[config.mk]
export PLATFORM = sky130hd
export DESIGN_NAME = activate_flat
export DESIGN_NICKNAME = d
export VERILOG_FILES = /design/src/rtl/activate_if.sv /design/src/rtl/activate.sv /design/src/flat_wrapper.sv
export SDC_FILE = /design/constraint.sdc
export NUM_CORES = 1
export LEC_CHECK = 0
export ABC_AREA = 1
export BUFFER_PORTS_ARGS = -buffer_cell sky130_fd_sc_hd__buf_2
export CORE_MARGIN = 4
export CORE_UTILIZATION = 50
export CTS_CLUSTER_SIZE = 24
export DETAILED_ROUTE_END_ITERATION = 10
export PLACE_DENSITY_LB_ADDON = 0.25
export SLEW_MARGIN = 20
export SYNTH_ARGS = -nofsm -noshare
export SYNTH_HDL_FRONTEND = slang
export SYNTH_SLANG_ARGS = --single-unit
[constraint.sdc]
create_clock -name clock -period 21.3 [get_ports clock]
set_input_delay 4.26 -clock clock [delete_from_list [all_inputs] [get_ports clock]]
set_output_delay 4.26 -clock clock [all_outputs]
set_load 0.01 [all_outputs]
[src/rtl/activate_if.sv]
// activate_if: handshake bundle between the activation stage, its
// consumer (res), the downstream error source (err) and the upstream
// associate error port (fbk).
interface activate_if;
  logic        train;
  logic        arg_valid;
  logic [15:0] arg_data;
  logic        arg_ready;
  logic        res_valid;
  logic [7:0]  res_data;
  logic        res_ready;
  logic        err_valid;
  logic [15:0] err_data;
  logic        err_ready;
  logic        fbk_valid;
  logic [15:0] fbk_data;
  logic        fbk_ready;

  // Activation stage side
  modport slave (
    input  train, arg_valid, arg_data, res_ready, err_valid, err_data, fbk_ready,
    output arg_ready, res_valid, res_data, err_ready, fbk_valid, fbk_data
  );

  // Environment side
  modport master (
    output train, arg_valid, arg_data, res_ready, err_valid, err_data, fbk_ready,
    input  arg_ready, res_valid, res_data, err_ready, fbk_valid, fbk_data
  );
endinterface

[src/rtl/activate.sv]
// activate: Q8.8 inner product -> Q0.8 activation, with a training path
// that scales a downstream error by the activation derivative.
// Build option: define ACTIVATE_RELU_EN to use a clamped ReLU instead of
// the piecewise-linear sigmoid (default).
module activate (
  input  logic       clock,
  input  logic       reset,
  activate_if.slave  bus
);

  localparam int unsigned XW = 16;
  localparam int unsigned YW = 8;
  localparam int unsigned DW = 9;
  localparam int unsigned MW = 26;

  localparam logic [2:0] ST_ARG = 3'd0;
  localparam logic [2:0] ST_ACT = 3'd1;
  localparam logic [2:0] ST_RES = 3'd2;
  localparam logic [2:0] ST_ERR = 3'd3;
  localparam logic [2:0] ST_MUL = 3'd4;
  localparam logic [2:0] ST_FBK = 3'd5;

  logic [2:0]    state;
  logic [2:0]    state_next;
  logic [XW-1:0] x_q;
  logic [XW-1:0] e_q;
  logic [YW-1:0] y_q;
  logic [DW-1:0] d_q;
  logic [YW-1:0] res_data_q;
  logic          res_valid_q;
  logic [XW-1:0] fbk_data_q;
  logic          fbk_valid_q;

  logic [YW-1:0]        y_c;
  logic [DW-1:0]        d_c;
  logic signed [MW-1:0] mul_c;
  logic [XW-1:0]        fbk_c;
  logic                 arg_fire_c;
  logic                 res_fire_c;
  logic                 err_fire_c;
  logic                 fbk_fire_c;

  assign bus.arg_ready = (state == ST_ARG);
  assign bus.err_ready = (state == ST_ERR);
  assign bus.res_valid = res_valid_q;
  assign bus.res_data  = res_data_q;
  assign bus.fbk_valid = fbk_valid_q;
  assign bus.fbk_data  = fbk_data_q;

  assign arg_fire_c = bus.arg_valid && (state == ST_ARG);
  assign err_fire_c = bus.err_valid && (state == ST_ERR);
  assign res_fire_c = res_valid_q && bus.res_ready && (state == ST_RES);
  assign fbk_fire_c = fbk_valid_q && bus.fbk_ready && (state == ST_FBK);

`ifdef ACTIVATE_RELU_EN
  // Clamped ReLU: pass 0 < x < 256 through with unit slope, else flat
  always_comb begin
    y_c = '0;
    d_c = '0;
    if (x_q[15] || (x_q == '0)) begin
      y_c = '0;
      d_c = '0;
    end else if (x_q < 16'h0100) begin
      y_c = x_q[7:0];
      d_c = 9'd256;
    end else begin
      y_c = 8'hFF;
      d_c = '0;
    end
  end
`else
  logic [XW-1:0] abs_c;
  logic [DW-1:0] p_c;
  logic [DW-1:0] yw_c;
  logic [16:0]   dprod_c;

  // Piecewise-linear sigmoid on |x|, mirrored for negative x; d = y(1-y)
  always_comb begin
    abs_c = x_q[15] ? XW'(~x_q + 16'd1) : x_q;
    if (abs_c < 16'h0100)      p_c = DW'(abs_c >> 2) + 9'd128;
    else if (abs_c < 16'h0260) p_c = DW'(abs_c >> 3) + 9'd160;
    else if (abs_c < 16'h0500) p_c = DW'(abs_c >> 5) + 9'd216;
    else                       p_c = 9'd256;
    yw_c    = x_q[15] ? (9'd256 - p_c) : p_c;
    y_c     = (yw_c > 9'd255) ? 8'hFF : yw_c[7:0];
    dprod_c = 17'(y_c) * (17'd256 - 17'(y_c));
    d_c     = DW'(dprod_c >> 8);
  end
`endif

  // Error times derivative, arithmetic shift back to Q8.8
  always_comb begin
    mul_c = MW'($signed(e_q)) * MW'($signed({1'b0, d_q}));
    fbk_c = XW'(mul_c >>> 8);
  end

  // State register
  always_ff @(posedge clock) begin
    if (reset) state <= ST_ARG;
    else       state <= state_next;
  end

  // Next-state logic
  always_comb begin
    state_next = state;
    case (state)
      ST_ARG:  if (arg_fire_c) state_next = ST_ACT;
      ST_ACT:  state_next = ST_RES;
      ST_RES:  if (res_fire_c) state_next = bus.train ? ST_ERR : ST_ARG;
      ST_ERR:  if (err_fire_c) state_next = ST_MUL;
      ST_MUL:  state_next = ST_FBK;
      ST_FBK:  if (fbk_fire_c) state_next = ST_ARG;
      default: state_next = ST_ARG;
    endcase
  end

  // Operand latches, activation results and the registered output channels
  always_ff @(posedge clock) begin
    if (reset) begin
      x_q         <= '0;
      e_q         <= '0;
      y_q         <= '0;
      d_q         <= '0;
      res_data_q  <= '0;
      res_valid_q <= 1'b0;
      fbk_data_q  <= '0;
      fbk_valid_q <= 1'b0;
    end else begin
      if (arg_fire_c) x_q <= bus.arg_data;
      if (err_fire_c) e_q <= bus.err_data;
      if (state == ST_ACT) begin
        y_q <= y_c;
        d_q <= d_c;
      end
      if (state == ST_MUL) fbk_data_q <= fbk_c;

      if (state == ST_RES) begin
        if (!res_valid_q) begin
          res_valid_q <= 1'b1;
          res_data_q  <= y_q;
        end else if (bus.res_ready) begin
          res_valid_q <= 1'b0;
        end
      end else begin
        res_valid_q <= 1'b0;
      end

      if (state == ST_FBK) begin
        if (!fbk_valid_q)        fbk_valid_q <= 1'b1;
        else if (bus.fbk_ready)  fbk_valid_q <= 1'b0;
      end else begin
        fbk_valid_q <= 1'b0;
      end
    end
  end

endmodule

[src/flat_wrapper.sv]
// flat-port wrapper written by rule: the top's interface ports become plain ports
module activate_flat 
  (clock, reset, bus_train, bus_arg_valid, bus_arg_data, bus_res_ready, bus_err_valid, bus_err_data, bus_fbk_ready, bus_arg_ready, bus_res_valid, bus_res_data, bus_err_ready, bus_fbk_valid, bus_fbk_data);
  activate_if bus_i ();
  input  logic clock;
  input  logic reset;
  input wire logic [$bits(bus_i.train)-1:0] bus_train;
  input wire logic [$bits(bus_i.arg_valid)-1:0] bus_arg_valid;
  input wire logic [$bits(bus_i.arg_data)-1:0] bus_arg_data;
  input wire logic [$bits(bus_i.res_ready)-1:0] bus_res_ready;
  input wire logic [$bits(bus_i.err_valid)-1:0] bus_err_valid;
  input wire logic [$bits(bus_i.err_data)-1:0] bus_err_data;
  input wire logic [$bits(bus_i.fbk_ready)-1:0] bus_fbk_ready;
  output wire logic [$bits(bus_i.arg_ready)-1:0] bus_arg_ready;
  output wire logic [$bits(bus_i.res_valid)-1:0] bus_res_valid;
  output wire logic [$bits(bus_i.res_data)-1:0] bus_res_data;
  output wire logic [$bits(bus_i.err_ready)-1:0] bus_err_ready;
  output wire logic [$bits(bus_i.fbk_valid)-1:0] bus_fbk_valid;
  output wire logic [$bits(bus_i.fbk_data)-1:0] bus_fbk_data;
  assign bus_i.train = bus_train;
  assign bus_i.arg_valid = bus_arg_valid;
  assign bus_i.arg_data = bus_arg_data;
  assign bus_i.res_ready = bus_res_ready;
  assign bus_i.err_valid = bus_err_valid;
  assign bus_i.err_data = bus_err_data;
  assign bus_i.fbk_ready = bus_fbk_ready;
  assign bus_arg_ready = bus_i.arg_ready;
  assign bus_res_valid = bus_i.res_valid;
  assign bus_res_data = bus_i.res_data;
  assign bus_err_ready = bus_i.err_ready;
  assign bus_fbk_valid = bus_i.fbk_valid;
  assign bus_fbk_data = bus_i.fbk_data;
  activate u_core (.clock(clock), .reset(reset), .bus(bus_i));
endmodule
==> results of run 1 <==
metrics by stage:
stage	hold WS [ns]	setup WS [ns]	instance area, µm²	util (%)
floorplan	0.458	13.68	11500	-
global placement	0.448	12.43	11900	52.8
detailed placement	0.452	12.18	11900	52.8
CTS	0.462	12.16	12200	54.1
global route	0.475	11.20	12200	54.1
finish	0.459	12.14	12200	54.1
worst min-delay path, stage by stage, from the launching register on:
cell and delay [ns]:
dfxtp_1 0.30, nand2_1 0.06, a21oi_1 0.05
sequential cells by signal, indices dropped and copies added (netlist names):
name                  count
u_core.bus.fbk_data      16
u_core.e_q               16
u_core.x_q               16
u_core.d_q                9
u_core.bus.res_data       8
u_core.y_q                8
u_core.state              3
u_core.bus.fbk_valid      1
u_core.bus.res_valid      1
layout make-up:
class / count / area [µm²] / share of cell area [%]
inverter: 384 / 1460 / 11.9
clock inverter: 4 / 55.1 / 0.450
multi-input combinational: 1035 / 8170 / 66.8
clock buffer: 11 / 243 / 1.99
timing repair buffer: 73 / 383 / 3.13
sequential: 78 / 1560 / 12.8
tap: 285 / 357 / 2.92
metal layers:
metal	global-route usage [%]	wire, µm	part of all wire, %	vias to the layer above
li1	-	-	-	4706
met1	31.0	12900	47	4550
met2	38.2	13100	47	193
met3	2.72	1070	3.9	39
met4	6.27	521	1.9	0
met5	0	0	0	-
final timing paths:
check                           cells after the start              startpoint  slack [ns]                endpoint
worst max-delay path                               45          u_core.x_q[15]       12.14           u_core.d_q[5]
worst min register to register                      2  u_core.bus.res_data[7]        0.46  u_core.bus.res_data[7]
worst min-delay path                                2  u_core.bus.res_data[7]        0.46  u_core.bus.res_data[7]
worst max register to register                     45          u_core.x_q[15]       12.14           u_core.d_q[5]
logic make-up after synthesis:
| logic type | synth area share [%] |
|---|---|
| buffers and inverters | 15.2 |
| flip-flops | 13.6 |
| AO/OA/AOI/OAI | 8.26 |
| AND/OR/NAND/NOR | 22.2 |
| other | 0.0656 |
| XOR/XNOR | 2.60 |
| adder cells (fa/ha/maj) | 38.0 |
placed cells by master (no fill, tap or decap), drive strengths merged:
| cell type | instances |
|---|---|
| o21bai | 9 |
| a221oi | 1 |
| clkinvlp | 1 |
| xor2 | 20 |
| nor3 | 7 |
| conb | 6 |
| and2 | 1 |
| o21ai | 59 |
| a21oi | 78 |
| nand4 | 19 |
| ha | 100 |
| o21a | 1 |
| o31ai | 1 |
| nand3 | 78 |
| nor4 | 1 |
| a311oi | 2 |
| clkinv | 2 |
| inv | 384 |
| clkbuf | 11 |
| a21o | 3 |
| bufinv | 1 |
| dfxtp | 78 |
| o221ai | 3 |
| nand2 | 355 |
| o211ai | 9 |
| a31oi | 3 |
| nand3b | 3 |
| fa | 155 |
| buf | 73 |
| nor2 | 104 |
| or2 | 3 |
| xnor2 | 14 |
==> impl_metrics.json, run 1 <==
{
  "antenna_found_initial": 0,
  "start_kind": "register",
  "num_vias": 9488,
  "worstPathMaxFanout": 29,
  "finalSetupViolCount": 0,
  "gp_congestion": 0.923,
  "period_needed_ns": 9.16,
  "synthTopCellsByArea": "fa_1 (27%), dfxtp_1 (14%), inv_1 (12%)",
  "syn_area_mm2": 0.0114,
  "yosysTopAreaCell": "fa_1",
  "design.die.area_mm2": 0.0254,
  "crit_buf_inv": 11,
  "grt_pass1_wl_mm": 47.6,
  "seq_area_frac_synth_pct": 13.6,
  "firstDrtPassIters": 5,
  "fin_nets": 1875,
  "drtIter0Drc": 522,
  "ys_top_cells_by_count": "inv_1 (372), nand2_1 (340), fa_1 (155), ha_1 (100), nor2_1 (89)",
  "ios": 67,
  "fin_crit_sh_pct": 43.0,
  "cpPeakStageDelay_ns": 0.96,
  "synthCells": 1556,
  "skew_ns": 0.00970,
  "synth_edf_count": 0,
  "tightest_slew_ns": 0.980,
  "synthDistinctLibCells": 49,
  "postCtsSetupBuffers": 0,
  "clk_pin_slew_worst_paths_ns": 0.06,
  "area_growth_pct": 6.80,
  "core_mm2": 0.0226,
  "slew_headroom_pct": 34.5,
  "fmax_mhz": 109,
  "dpl.cell_count": 1855,
  "grt_usage_pct": 22.7,
  "overflow": 0,
  "h-tree-depth": 3,
  "hpwl_mm": 22.4,
  "grt_pass1_vias": 9763,
  "fp.dieH_um": 159,
  "worst_path_most_repeated_cell": "inv_1",
  "ys.flop_type": "dfxtp_1",
  "drive_above_1_share_pct": 9.27,
  "post_cts_resize_count": 0,
  "cts_tree": "yes",
  "die_w_um": 159,
  "cts_buffer_depth": 2,
  "cp_slowest_cell": "dfxtp_1",
  "yosysMostFrequentCell": "inv_1",
  "detail-route-antenna-nets": 0,
  "via_per_inst": 5.07,
  "cts.sinks": 78,
  "crit_required_ns": 21.59,
  "cp.arrival_ns": 9.46,
  "finalHoldViolCount": 0,
  "ys_seq_elements": 78,
  "worst_hold_path_type": "reg -> reg",
  "yosysWarnings": 0,
  "tns_ns": 0,
  "io_buffers": 66,
  "maxCapViolCount": 0,
  "clk_latency_ns": 0.35,
  "cts-root-buf": "clkbuf_16",
  "fillers": 2238,
  "start_util_pct": 50.7,
  "rows": 55,
  "outcome": "finished, final reports clean",
  "antenna_cells": 0,
  "avgSynthCellArea_um2": 7.35,
  "maxSlewViolCount": 0,
  "crit_family": "adder cells",
  "wl_per_cell_um": 14.8,
  "drcViolationCount": 0,
  "synth_top_cell_area_share_pct": 27.1,
  "endpoint_kind": "register",
  "async_reset_ff_share_pct": 0,
  "cts_inserted_buffers": 9,
  "grt_max_degree": 41,
  "stdcell_count": 1870,
  "critical_path_class": "reg -> reg",
  "wirelength_mm": 27.7,
  "grt_setup_unrepaired": "no",
  "cts_hold_buf": 0
}
Power of run 1 is left out: the tool's default activity adds up to more than one toggle a clock period on the data nets, which glitch-free logic cannot reach.
==> inputs of run 2 (changes only) <==
Settings changed: ABC_AREA 1 to 0.
Clock period 21.3 ns to 7.9 ns, I/O delays scaled along.
==> impl_metrics.json, run 2 <==
{
  "outcome": "finished, violations left",
  "violations": "negative setup slack",
  "clk_pin_slew_worst_paths_ns": 0.07,
  "yosysMostFrequentCell": "inv_1",
  "synth_fa_ha_area_share_pct": 38.7,
  "slew_headroom_pct": 41.2,
  "start_kind": "register",
  "final_cell_mix": "nand2_1 (189), inv_1 (187), fa_1 (154)",
  "reg2reg_to": "u_core.d_q[7]",
  "cts.sinks": 78,
  "wl_per_cell_um": 15.6,
  "fmax_mhz": 126,
  "io_buffers": 66,
  "finalHoldViolCount": 0,
  "overflow": 0,
  "yosysTopAreaCell": "fa_1",
  "cts_inserted_buffers": 9,
  "num_vias": 9243,
  "async_reset_ff_share_pct": 0,
  "drive_above_1_share_pct": 18.3,
  "ys.flop_type": "dfxtp_1",
  "grt_pass1_vias": 9242,
  "via_per_inst": 5.39,
  "maxCapViolCount": 0,
  "seq_area_frac_synth_pct": 13.9,
  "detail-route-antenna-nets": 0,
  "min_to": "u_core.bus.fbk_data[10]",
  "fin_nets": 1724,
  "cpPeakStageDelay_ns": 0.56,
  "worstPathMaxFanout": 4,
  "synth_top_family_by_area": "adder cells",
  "cts_hold_buf": 0,
  "finalSetupViolCount": 3,
  "synth_top_cell_area_share_pct": 27.6,
  "endpoint_kind": "register",
  "min-delay-start": "u_core.bus.fbk_data[10]",
  "synth_edf_count": 0,
  "yosysWarnings": 0,
  "rr_startpoint": "u_core.x_q[7]",
  "cts-root-buf": "clkbuf_16",
  "die_w_um": 158,
  "ys_top_cells_by_count": "inv_1 (193), nand2_1 (192), fa_1 (155), and2_1 (105), ha_1 (100)",
  "synthMuxAreaShare_pct": 1.08,
  "core_mm2": 0.0220,
  "grt_pass1_wl_mm": 45.7,
  "grt_max_degree": 82,
  "worst_path_most_repeated_cell": "fa_1",
  "worst_hold_path_type": "reg -> reg",
  "synthXorXnorAreaFrac_pct": 3.32,
  "cts_buffer_depth": 2,
  "design.die.area_mm2": 0.0250,
  "area_growth_pct": 15.8,
  "hpwl_mm": 21.2,
  "syn_area_mm2": 0.0113,
  "ys_seq_elements": 78,
  "antenna_cells": 0,
  "period_needed_ns": 7.96,
  "start_util_pct": 51.3,
  "maxSlewViolCount": 0,
  "hold_path_depth": 2,
  "tns_ns": -0.116,
  "grt_setup_unrepaired": "yes",
  "rr_worst_depth": 31,
  "skew_ns": 0.00823,
  "post-route-util_pct": 59.4,
  "tightest_slew_ns": 0.883,
  "grt_usage_pct": 22.5,
  "drtIter0Drc": 564,
  "cts_tree": "yes",
  "r2r_slack_ns": -0.06,
  "fp.dieH_um": 158,
  "rows": 54,
  "final_common_cell": "nand2_1",
  "firstDrtPassIters": 5,
  "h-tree-depth": 3,
  "fin_ws_ns": -0.0586,
  "yosys.area_share.simple_pct": 22.0,
  "synthCells": 1337,
  "synthTopCellsByArea": "fa_1 (28%), dfxtp_1 (14%), ha_1 (11%)",
  "avgSynthCellArea_um2": 8.42,
  "cp.arrival_ns": 8.25,
  "fin_crit_sh_pct": 101,
  "cp_slowest_cell": "or4_4",
  "critical_path_class": "reg -> reg",
  "wirelength_mm": 26.8,
  "antenna_found_initial": 0,
  "gp_congestion": 0.975,
  "synthDistinctLibCells": 81,
  "clk_latency_ns": 0.36,
  "drcViolationCount": 0,
  "synth_compound_area_share_pct": 11.9,
  "crit_required_ns": 8.19,
  "ios": 67
}
run 2: cell types whose count changed in the layout (fill, tap and decap cells not counted), moves of 11 or more:
| cell | delta |
|---|---|
| o21ai_0 | -40 |
| buf_4 | +74 |
| inv_1 | -184 |
| and2_1 | +100 |
| nor3_1 | +13 |
| nand3_1 | -58 |
| xor2_1 | -11 |
| nand4_1 | -11 |
| nand2b_1 | +13 |
| a211oi_1 | +16 |
| xnor2_1 | +12 |
| nand2_1 | -151 |
| or2_2 | +11 |
| nor2_1 | -26 |
run 2: layout make-up:
type                    count  area (µm²)
flip-flops and latches     78        1560
multi-input cells         997        9130
clock inverters             7        60.1
clock buffers               9         225
repair buffers            149         970
well taps                 280         350
inverters                 195         739
fillers                  1996        8920
run 2: what timing repair did:
| item | 4_1_cts | 5_1_grt |
|---|---|---|
| setup endpoints to repair | 5 | 8 |
| setup buffers | 0 | 18 |
| pin swaps | 3 | 25 |
| resized for setup | 5 | 50 |
run 2: worst max-delay path, delay by kind of cell (launching register included):
family                     cells  cell delay (ns)
adders and majority gates      8             2.89
and+or+nand+nor               10             2.47
AOI/OAI and AO/OA              8             1.82
DFF                            1             0.34
buffers and inverters          4             0.22
xor gates and xnor gates       1             0.18
run 2: how the worst max path moves through the flow:
| stage | startpoint | endpoint | slack (ns) | depth (start not counted) |
|---|---|---|---|---|
| 3_5_place_dp | u_core.x_q[7] | u_core.d_q[6] | -0.15 | 32 |
| 5_1_grt | u_core.x_q[7] | u_core.d_q[7] | -0.35 | 31 |
| 3_3_place_gp | u_core.x_q[7] | u_core.d_q[6] | 0.02 | 32 |
| 4_1_cts | u_core.x_q[1] | u_core.d_q[5] | 0.005 | 34 |
| 6_report | u_core.x_q[7] | u_core.d_q[7] | -0.06 | 31 |
| 2_1_floorplan | u_core.x_q[3] | u_core.d_q[8] | -0.008 | 36 |
run 2: per-stage QoR:
step | cells | hold WS (ns) | setup slack (ns) | area [µm²]
after floorplan | 1341 | 0.432 | -0.00812 | 11500
after global placement | 1681 | 0.437 | 0.0194 | 12300
after detailed placement | 1681 | 0.443 | -0.146 | 12300
after CTS | 1697 | 0.452 | 0.00534 | 12600
after global routing | 1715 | 0.470 | -0.353 | 13000
final | 1715 | 0.448 | -0.0586 | 13000
run 2: logic make-up (layout without fill, tap and decap cells):
logic type,after synthesis,after routing
simple gates,487,487
compound gates,197,197
xor+xnor,41,41
other cells,2,6
buf+inv,266,360
mux,11,11
fa+ha+maj,255,255
flops,78,78
run 2: routing by layer:
metal	track usage, %	wire length, µm	up-vias
li1	-	-	4497
met1	30.3	12200	4532
met2	39.8	13400	179
met3	1.94	782	35
met4	4.43	388	0
met5	0	0	-
Power of run 2 is left out for the same reason.
